==> config.mk <==
export PLATFORM = sky130hd
export DESIGN_NAME = sprite_row_unpacker
export DESIGN_NICKNAME = d
export VERILOG_FILES = /design/src/rtl/sprite_pkg.sv /design/src/rtl/nibble_shifter.sv /design/src/rtl/sprite_row_unpacker.sv
export SDC_FILE = /design/constraint.sdc
export NUM_CORES = 1
export LEC_CHECK = 0
export ABC_CLOCK_PERIOD_IN_PS = 6900
export BUFFER_PORTS_ARGS = -buffer_cell sky130_fd_sc_hd__buf_2
export CORE_MARGIN = 1.5
export CORE_UTILIZATION = 35
export DETAILED_ROUTE_END_ITERATION = 16
export HOLD_SLACK_MARGIN = 0.05
export PLACE_DENSITY_LB_ADDON = 0.15
export SLEW_MARGIN = 40
export SYNTH_ARGS = -nofsm -noshare
export SYNTH_HDL_FRONTEND = slang
export SYNTH_SLANG_ARGS = --single-unit
==> constraint.sdc <==
create_clock -name clk -period 6.9 [get_ports clk]
set_input_delay 0 -clock clk [delete_from_list [all_inputs] [get_ports clk]]
set_output_delay 0 -clock clk [all_outputs]
set_load 0.01 [all_outputs]
==> src/rtl/sprite_pkg.sv <==
// Shared types and constants for the sprite row unpacker.
// Pixel format: 4-bit palette indices packed 32 per 128-bit word.
package sprite_pkg;

    typedef enum logic [2:0] {
        IDLE,
        FETCH,
        LATCH,
        EMIT,
        DONE
    } state_t;

    localparam int PIX_PER_WORD = 32;
    localparam int BPP = 4;
    localparam int WORD_W = PIX_PER_WORD * BPP;
    localparam logic [BPP-1:0] TRANSPARENT_IDX = 4'h0;

    function automatic logic is_opaque(input logic [BPP-1:0] p);
        return p != TRANSPARENT_IDX;
    endfunction

endpackage

==> src/rtl/nibble_shifter.sv <==
// 128-bit load/shift register feeding one palette index per cycle.
// Low nibble leaves first; the counter tracks the pixel within the word.
module nibble_shifter
    import sprite_pkg::*;
(
    input  logic              clk,
    input  logic              reset,
    input  logic              load,
    input  logic              shift,
    input  logic [WORD_W-1:0] din,
    output logic [BPP-1:0]    cur_pix,
    output logic [4:0]        pix_idx,
    output logic              last_pix
);

    logic [WORD_W-1:0] shreg;
    logic [4:0]        cnt;

    // Load a fresh word or step one nibble towards the output.
    always_ff @(posedge clk or posedge reset) begin
        if (reset) begin
            shreg <= '0;
            cnt   <= '0;
        end else if (load) begin
            shreg <= din;
            cnt   <= '0;
        end else if (shift) begin
            shreg <= shreg >> BPP;
            cnt   <= cnt + 5'd1;
        end
    end

    assign cur_pix  = shreg[BPP-1:0];
    assign pix_idx  = cnt;
    assign last_pix = (cnt == 5'(PIX_PER_WORD - 1));

endmodule

==> src/rtl/sprite_row_unpacker.sv <==
// Reads one sprite row from on-chip RAM and writes its opaque,
// on-screen pixels into the scanline buffer, one per cycle.
module sprite_row_unpacker
    import sprite_pkg::*;
#(
    parameter int               MEM_AW        = 9,
    parameter int               WORDS_PER_ROW = 2,
    parameter int               LINE_W        = 640,
    parameter logic [MEM_AW-1:0] BASE_ADDR    = '0
) (
    input  logic              clk,
    input  logic              reset,
    input  logic              mem_init_done,
    input  logic              start,
    input  logic [5:0]        sprite_y,
    input  logic [9:0]        dest_x,
    output logic [MEM_AW-1:0] mem_rd_addr,
    input  logic [127:0]      mem_q,
    output logic              pix_we,
    output logic [9:0]        pix_addr,
    output logic [3:0]        pix_data,
    output logic              busy,
    output logic              done
);

    localparam int WW = (WORDS_PER_ROW > 1) ? $clog2(WORDS_PER_ROW) : 1;

    state_t          state;
    state_t          state_nx;
    logic [WW-1:0]   w;
    logic [9:0]      x0;
    logic [10:0]     x;
    logic            accept;
    logic            last_word;
    logic            load;
    logic            shift;
    logic            last_pix;
    logic            in_emit;
    logic [3:0]      cur_pix;
    logic [4:0]      pix_idx;

    assign accept    = (state == IDLE) && start && mem_init_done;
    assign last_word = (w == WW'(WORDS_PER_ROW - 1));
    assign in_emit   = (state == EMIT);

    // State register; reset abandons any row in flight.
    always_ff @(posedge clk or posedge reset) begin
        if (reset) begin
            state <= IDLE;
        end else begin
            state <= state_nx;
        end
    end

    // Next-state decode plus the per-state control strobes.
    always_comb begin
        state_nx = state;
        load     = 1'b0;
        shift    = 1'b0;
        busy     = 1'b0;
        done     = 1'b0;
        unique case (state)
            IDLE: begin
                if (accept) begin
                    state_nx = FETCH;
                end
            end
            FETCH: begin
                busy     = 1'b1;
                state_nx = LATCH;
            end
            LATCH: begin
                busy     = 1'b1;
                load     = 1'b1;
                state_nx = EMIT;
            end
            EMIT: begin
                busy  = 1'b1;
                shift = 1'b1;
                if (last_pix) begin
                    state_nx = last_word ? DONE : FETCH;
                end
            end
            DONE: begin
                done     = 1'b1;
                state_nx = IDLE;
            end
            default: begin
                state_nx = IDLE;
            end
        endcase
    end

    // Row origin, word counter and RAM address bookkeeping.
    always_ff @(posedge clk or posedge reset) begin
        if (reset) begin
            mem_rd_addr <= '0;
            w           <= '0;
            x0          <= '0;
        end else if (accept) begin
            x0          <= dest_x;
            w           <= '0;
            mem_rd_addr <= BASE_ADDR
                         + MEM_AW'(sprite_y) * MEM_AW'(WORDS_PER_ROW);
        end else if (in_emit && last_pix && !last_word) begin
            w           <= w + WW'(1);
            mem_rd_addr <= mem_rd_addr + MEM_AW'(1);
        end
    end

    nibble_shifter u_shift (
        .clk      (clk),
        .reset    (reset),
        .load     (load),
        .shift    (shift),
        .din      (mem_q),
        .cur_pix  (cur_pix),
        .pix_idx  (pix_idx),
        .last_pix (last_pix)
    );

    // Screen x kept 11 bits wide so far-right rows clip, not wrap.
    assign x = {1'b0, x0} + (11'(w) << 5) + {6'b0, pix_idx};

    assign pix_data = in_emit ? cur_pix : 4'h0;
    assign pix_addr = in_emit ? x[9:0] : 10'h0;
    assign pix_we   = in_emit && is_opaque(cur_pix)
                    && (x < 11'(LINE_W));

endmodule

==> impl_results.md, run 1 <==
* Outcome: finished clean
* Post-synth top cells: 156 x dfrtp_1, 148 x nand2_1, 137 x o21ai_0
* Leak at 0.00559 µW
* Antenna-violating nets left at 0
* Gp weighted congestion at 0.790
* Synth Register Bits at 156
* First-pass GRT wire length at 30.8 mm
* Flop2flop setup slack at 4.59 ns
* Register area share after synthesis at 0.517
* Final min period at 2.90 ns
* Worst IR Drop VDD at 170 µV
* Drt initial violations at 236
* Seq pwr share at 0.406
* RSZ-0062 raised after global routing: false
* Crit path from: u_shift.pix_idx[0]
* Max_slew headroom at 0.461
* R2R depth at 4
* Syn Std Cell Area at 7540 µm²
* Syn Nets at 896
* Hold Crit Class: primary input to register
* Fmax at 0.345 GHz
* Vias in the first global route at 6276
* Slew @ Worst Pin at 0.807 ns
* Post-synth EDFFs at 0
* Final period utilization at 0.420
* Postcts setup bufs at 0
* Syn Area/Cell at 10.2 µm²
* Yosys cell types at 40
* Final Instance Count excl. Fillers at 1321
* Residual DRC at 0
* Clock buffer count from CTS at 17
* HPWL after DPL at 11.9 mm
* Core Box Area at 21100 µm²
* Clock-pin slew on the worst setup and hold paths at 0.06 ns
* Count leader, synth: dfrtp_1
* Crit-path max cell delay at 0.42 ns
* Pwr Density at 335 nW/µm²
* CTS Sinks at 156
* Root buffer cell: clkbuf_16
* CP max-delay cell: dfrtp_1
* Hold Vio Cnt, Final at 0
* Overflow left after global routing at 0
* Starting Density at 0.358
* Die X at 150 µm
* Number of cell rows at 53
* Clock latency on the worst-skew pair at 0.41 ns
* Async SR Flop Fraction at 1.00
* Total Neg Setup Slack at 0 ns
* IO buf count at 173
* Reg2Reg Launch Point: state[0]
* WL final at 18.8 mm
* R2R Path End: state[2]
* Cells after synthesis at 738
* Area Growth Syn to Fin at 42.2%
* Synth warn at 0
* Logic pwr share at 0.305
* CP Capture Type: primary output
* Psw at 1160 µW
* Top cell type by total area after synthesis: dfrtp_1
* Cell Area, Placed at 8620 µm²
* Max Slew Vio Count at 0
* Switch share at 0.324
* CP arrival at 2.90 ns
* Die height at 150 µm
* Final setup fails at 0
* Post-route cell area at 10700 µm²
* Critical path type: register to primary output
* Vias per inst at 4.58
* Routed len/inst at 14.2 µm
* Max Cap Viol at 0
* Maximum clock insertion buffer count at 2
* Share of cells above drive strength 1 at 0.217
* Post-synth top flop: dfrtp_1
* Vias at 6050
* GRT Resource Usage Total at 0.172
* DR pass1 iterations at 4
* Largest net degree at the start of global routing at 121
* Crit-path max FO at 5
* Initial antenna violation count at 1
* Synth area leaders: dfrtp_1 52%, mux2i_1 17%, o21ai_0 9.1%, nand2_1 7.4%, ha_1 1.5%
* CTS tree: built
* Fin Clk Skew at 0.00823 ns
* Top cell type's share of synthesized area at 0.517
* Ports at 174
* Required @ worst endpoint at 6.90 ns
* CP cell instances: ha_1 -> inv_1 -> fa_1 -> nand2b_1 -> a21oi_2 -> o31ai_1 -> or3b_1 -> a2111oi_2 -> buf_2
* Die Area at 22400 µm²
* Int Power at 2430 µW
* Setup crit end: pix_we
* H-tree depth at 4
* Clock power frac at 0.288
* NumNets Final at 1192
* Placed insts at 1145
* CP startpoint kind: register
power by group through the flow:
stage	logic, µW	registers, µW	clock network (µW)
detailed placement	1050	1480	0
CTS	1120	1460	1070
finish	1100	1460	1040
global route	1250	1510	1100
global placement	1020	1490	0
floorplan	803	1400	0
per-stage QoR:
| stage | hold slack, ns | total power (µW) | util | setup WS [ns] |
|---|---|---|---|---|
| 2_1_floorplan | 0.117 | 2200 | - | 2.69 |
| 3_3_place_gp | 0.202 | 2500 | 0.408 | 4.40 |
| 3_5_place_dp | 0.200 | 2530 | 0.409 | 4.42 |
| 4_1_cts | 0.0615 | 3650 | 0.508 | 3.96 |
| 5_1_grt | 0.109 | 3870 | 0.509 | 3.77 |
| 6_report | 0.0659 | 3600 | 0.509 | 4.00 |
layout make-up:
cell class / count / area, µm²
fill: 1969 / 10400
sequential: 156 / 3910
multi-input combinational: 528 / 3410
timing repair buffer: 325 / 2390
clock buffer: 20 / 457
tap: 275 / 344
clock inverter: 10 / 189
inverter: 6 / 27.5
antenna: 1 / 2.50
layout by cell type, fill, tap and decap left out, drive strengths merged, types with 2 or more instances in the layout:
master / instances
a21o: 3
a21oi: 7
a22o: 4
and2: 4
and3: 10
buf: 179
bufinv: 5
clkbuf: 21
clkinv: 3
dfrtp: 156
dlygate4sd3: 145
ha: 9
inv: 7
mux2: 8
mux2i: 126
nand2: 148
nand2b: 3
nand3: 4
nand3b: 6
nand4: 4
nor2: 21
nor2b: 2
nor3: 3
nor4: 3
o211ai: 4
o21ai: 138
xnor2: 5
xor2: 9
cells by family (layout without fill, tap and decap cells):
family                   count (synthesis)  after routing  share of synthesized area
flip-flops                             156            156                      0.517
adder cells (fa/ha/maj)                 10             10                     0.0176
XOR/XNOR                                14             14                     0.0163
AND/OR/NAND/NOR                        210            210                      0.123
other                                    0              1                          0
multiplexers                           134            134                      0.179
AO/OA/AOI/OAI                          160            160                      0.115
buffers and inverters                   54            361                     0.0320
worst max-delay path: cells and delay by family, from the launching register on:
| kind | cells | cell delay (ns) |
|---|---|---|
| adder cells (fa/ha/maj) | 2 | 0.62 |
| AO/OA/AOI/OAI | 3 | 0.61 |
| flip-flops | 1 | 0.42 |
| AND/OR/NAND/NOR | 2 | 0.58 |
| buffers and inverters | 2 | 0.26 |
metal layers:
metal / vias up / wire (µm) / track usage
met5: - / 0 / 0
met3: 14 / 714 / 0.0421
li1: 3149 / - / -
met4: 0 / 162 / 0.0446
met1: 2782 / 9120 / 0.231
met2: 105 / 8770 / 0.276
state kept, by name (all words and copies together), names as in the netlist:
signal / cells
last_word: 1
mem_rd_addr: 9
state: 3
u_shift.pix_idx: 5
u_shift.shreg: 128
x0: 10
timing repair:
action                    CTS  global route
gates resized for setup     0             0
hold buffers              145             0
hold endpoints to repair  221             0
how the worst min path moves through the flow:
stage,start,to,slack [ns],cells past startpoint
5_1_grt,start,state[0],0.11,5
4_1_cts,mem_init_done,state[0],0.06,5
3_5_place_dp,reset,u_shift.shreg[56],0.20,2
2_1_floorplan,sprite_y[0],mem_rd_addr[1],0.12,2
6_report,start,state[0],0.07,5
3_3_place_gp,reset,u_shift.shreg[60],0.20,2
(Power assumes the default switching activity.)
==> run 2: changes to the inputs <==
Settings changed: ABC_CLOCK_PERIOD_IN_PS 6900 to 2500.
Clock period 6.9 ns to 2.5 ns, I/O delays scaled along.
==> run 2 against run 1 <==
Compared with the run above:
- the flow now finishes with violations (setup timing)
- core utilization grew 0.80 points
- sequential share of layout area down 0.55 points
- die area stayed put
- largest power group unchanged
==> impl_results.md, run 2 (same netlist as run 1, synthesis figures left out) <==
* CP max-delay cell: dfrtp_1
* Crit-path max cell delay at 0.40 ns (-0.02 ns)
* Seq pwr share at 0.408 (+0.002)
* CP cell instances: ha_4 -> inv_2 -> fa_2 -> nand2b_4 -> a21oi_2 -> o31ai_1 -> or3b_1 -> a2111oi_2 -> buf_2
* CP Buf/Inv Count at 2 (unchanged)
* Largest register FFs at 128 (unchanged)
* Max_slew headroom at 0.570 (+0.110)
* Crit path from: u_shift.pix_idx[0]
* Fin Clk Skew at 0.00822 ns (-0.0000102 ns)
* Max Cap Viol at 0 (unchanged)
* Reg2Reg Launch Point: u_shift.pix_idx[0]
* Hold Crit Class: primary input to asynchronous set/reset pin
* Logic pwr share at 0.334 (+0.029)
* CP arrival at 2.61 ns (-0.29 ns)
* Outcome: complete, but fails checks
* Overflow left after global routing at 0 (unchanged)
* WHS at 0.146 ns (+0.0801 ns)
* Critical path type: register to primary output
* Gp weighted congestion at 0.774 (-2.1%)
* Die height at 150 µm (unchanged)
* Clock latency on the worst-skew pair at 0.42 ns (about the same)
* Pwr Total at 9780 µW (+170%)
* CTS Sinks at 156 (unchanged)
* Vias in the first global route at 6367 (+1.4%)
* Final min period at 2.61 ns
* Area Growth Syn to Fin at 44.4%
* Largest registers: u_shift.shreg (128), x0 (10), mem_rd_addr (9)
* Final core occ at 0.517 (+0.00801)
* IO buf count at 173 (unchanged)
* Crit-path max FO at 2 (-3)
* DR pass1 iterations at 4 (unchanged)
* Top reg by flops: u_shift.shreg
* Clock power frac at 0.257 (-0.031)
* H-tree depth at 4 (unchanged)
* Placed insts at 1152 (+0.61%)
* GRT Resource Usage Total at 0.174 (+0.00194)
* First-pass GRT wire length at 31.2 mm (+1.3%)
* Leak at 0.00565 µW (+0.98%)
* Required @ worst endpoint at 2.50 ns (-4.40 ns)
* Clock-pin slew on the worst setup and hold paths at 0.07 ns (about the same)
* Slew @ Worst Pin at 0.644 ns (-0.163 ns)
* R2R depth at 10 (+6)
* Flop2flop setup slack at 0.27 ns (-4.32 ns)
* CP top delay family: compound AO/OA/AOI/OAI gates
* Die X at 150 µm (unchanged)
* Int Power at 6370 µW (+160%)
* CP startpoint kind: register
* Worst IR Drop VDD at 412 µV (+140%)
* CTS tree: built
* Routed len/inst at 13.9 µm (-2.0%)
* Residual DRC at 0 (unchanged)
* R2R Path End: mem_rd_addr[5]
* Starting Density at 0.358 (unchanged)
* HPWL after DPL at 11.8 mm (-0.75%)
* Final Instance Count excl. Fillers at 1334 (+0.98%)
* Drt initial violations at 228 (-3.4%)
* Vias per inst at 4.63 (+1.1%)
* Number of cell rows at 53 (unchanged)
* Largest net degree at the start of global routing at 112 (-7.4%)
* Setup crit end: pix_we
* CP Capture Type: primary output
* Clock buffer count from CTS at 17 (unchanged)
* NumNets Final at 1204 (+1.0%)
* Fmax at 0.383 GHz
* Hold Vio Cnt, Final at 0 (unchanged)
* ANT cells at 0 (-1)
* Worst Slack Setup Final at -0.110 ns (-4.11 ns)
* Leading cell type in the layout, fill and taps excluded: buf_2
* Antenna-violating nets left at 0 (unchanged)
* Dpl ws at 0.0885 ns (-4.34 ns)
* Initial antenna violation count at 0 (-1)
* Switch share at 0.348 (+0.0247)
* RSZ-0062 raised after global routing: true
* Maximum clock insertion buffer count at 2 (unchanged)
* Final period utilization at 1.04
* Pwr Density at 898 nW/µm² (+170%)
* Root buffer cell: clkbuf_16
* Core Box Area at 21100 µm² (unchanged)
* Psw at 3410 µW (+190%)
* Max Slew Vio Count at 0 (unchanged)
* Vias at 6175 (+2.1%)
* Die Area at 22400 µm² (unchanged)
* WP depth at 9 (unchanged)
* Ports at 174 (unchanged)
* Share of cells above drive strength 1 at 0.237 (+0.0198)
* Most frequent cells in the layout: 173 x buf_2, 154 x dfrtp_1, 148 x nand2_1
* Final setup fails at 1 (+1)
* WL final at 18.6 mm (-1.0%)
* Violated checks: setup timing
run 2: what timing repair did:
item | 4_1_cts | 5_1_grt
gates cloned | 0 | 0
hold buffers | 147 | 0
pin swaps | 5 | 1
endpoints found under the hold margin | 175 | 0
setup buffers | 3 | 0
resized for setup | 10 | 5
endpoints found under the setup margin | 1 | 2
run 2: layout make-up:
cell class	count	area, µm²
well taps	275	344
clock buffers	18	439
flip-flops and latches	156	3910
clock inverters	14	129
inverters	6	26.3
repair buffers	337	2560
fillers	1964	10200
multi-input cells	528	3480
run 2: layer usage:
metal,global-route usage,share of wire
met4,0.0539,0.012
met5,0,0
met3,0.0378,0.041
met2,0.284,0.48
met1,0.229,0.47
run 2: how the worst min path moves through the flow:
stage	start	to	slack (ns)	cells past startpoint
2_1_floorplan	sprite_y[0]	mem_rd_addr[1]	0.12	2
3_3_place_gp	sprite_y[4]	mem_rd_addr[5]	0.21	3
3_5_place_dp	reset	u_shift.shreg[60]	0.05	2
4_1_cts	reset	u_shift.shreg[64]	0.13	3
5_1_grt	mem_init_done	x0[9]	0.16	4
6_report	reset	u_shift.shreg[43]	0.15	3
run 2: metrics by stage:
step / TNS, ns / cell area [µm²]
final: -0.110 / 10900
after CTS: -0.143 / 10900
after global placement: 0 / 8720
after floorplan: 0 / 7550
after global routing: -0.228 / 10900
after detailed placement: 0 / 8750
run 2: power groups by stage:
stage	Clock (µW)	Combinational (µW)	Sequential, µW
2_1_floorplan	0	2220	3860
3_3_place_gp	0	2960	3990
3_5_place_dp	0	3020	4010
4_1_cts	2630	3290	3980
5_1_grt	2720	3740	4120
6_report	2520	3270	3990
run 2: worst min-delay path, delay by kind of cell:
family                 cells  cell delay (ns)
buffers and inverters      3             0.99
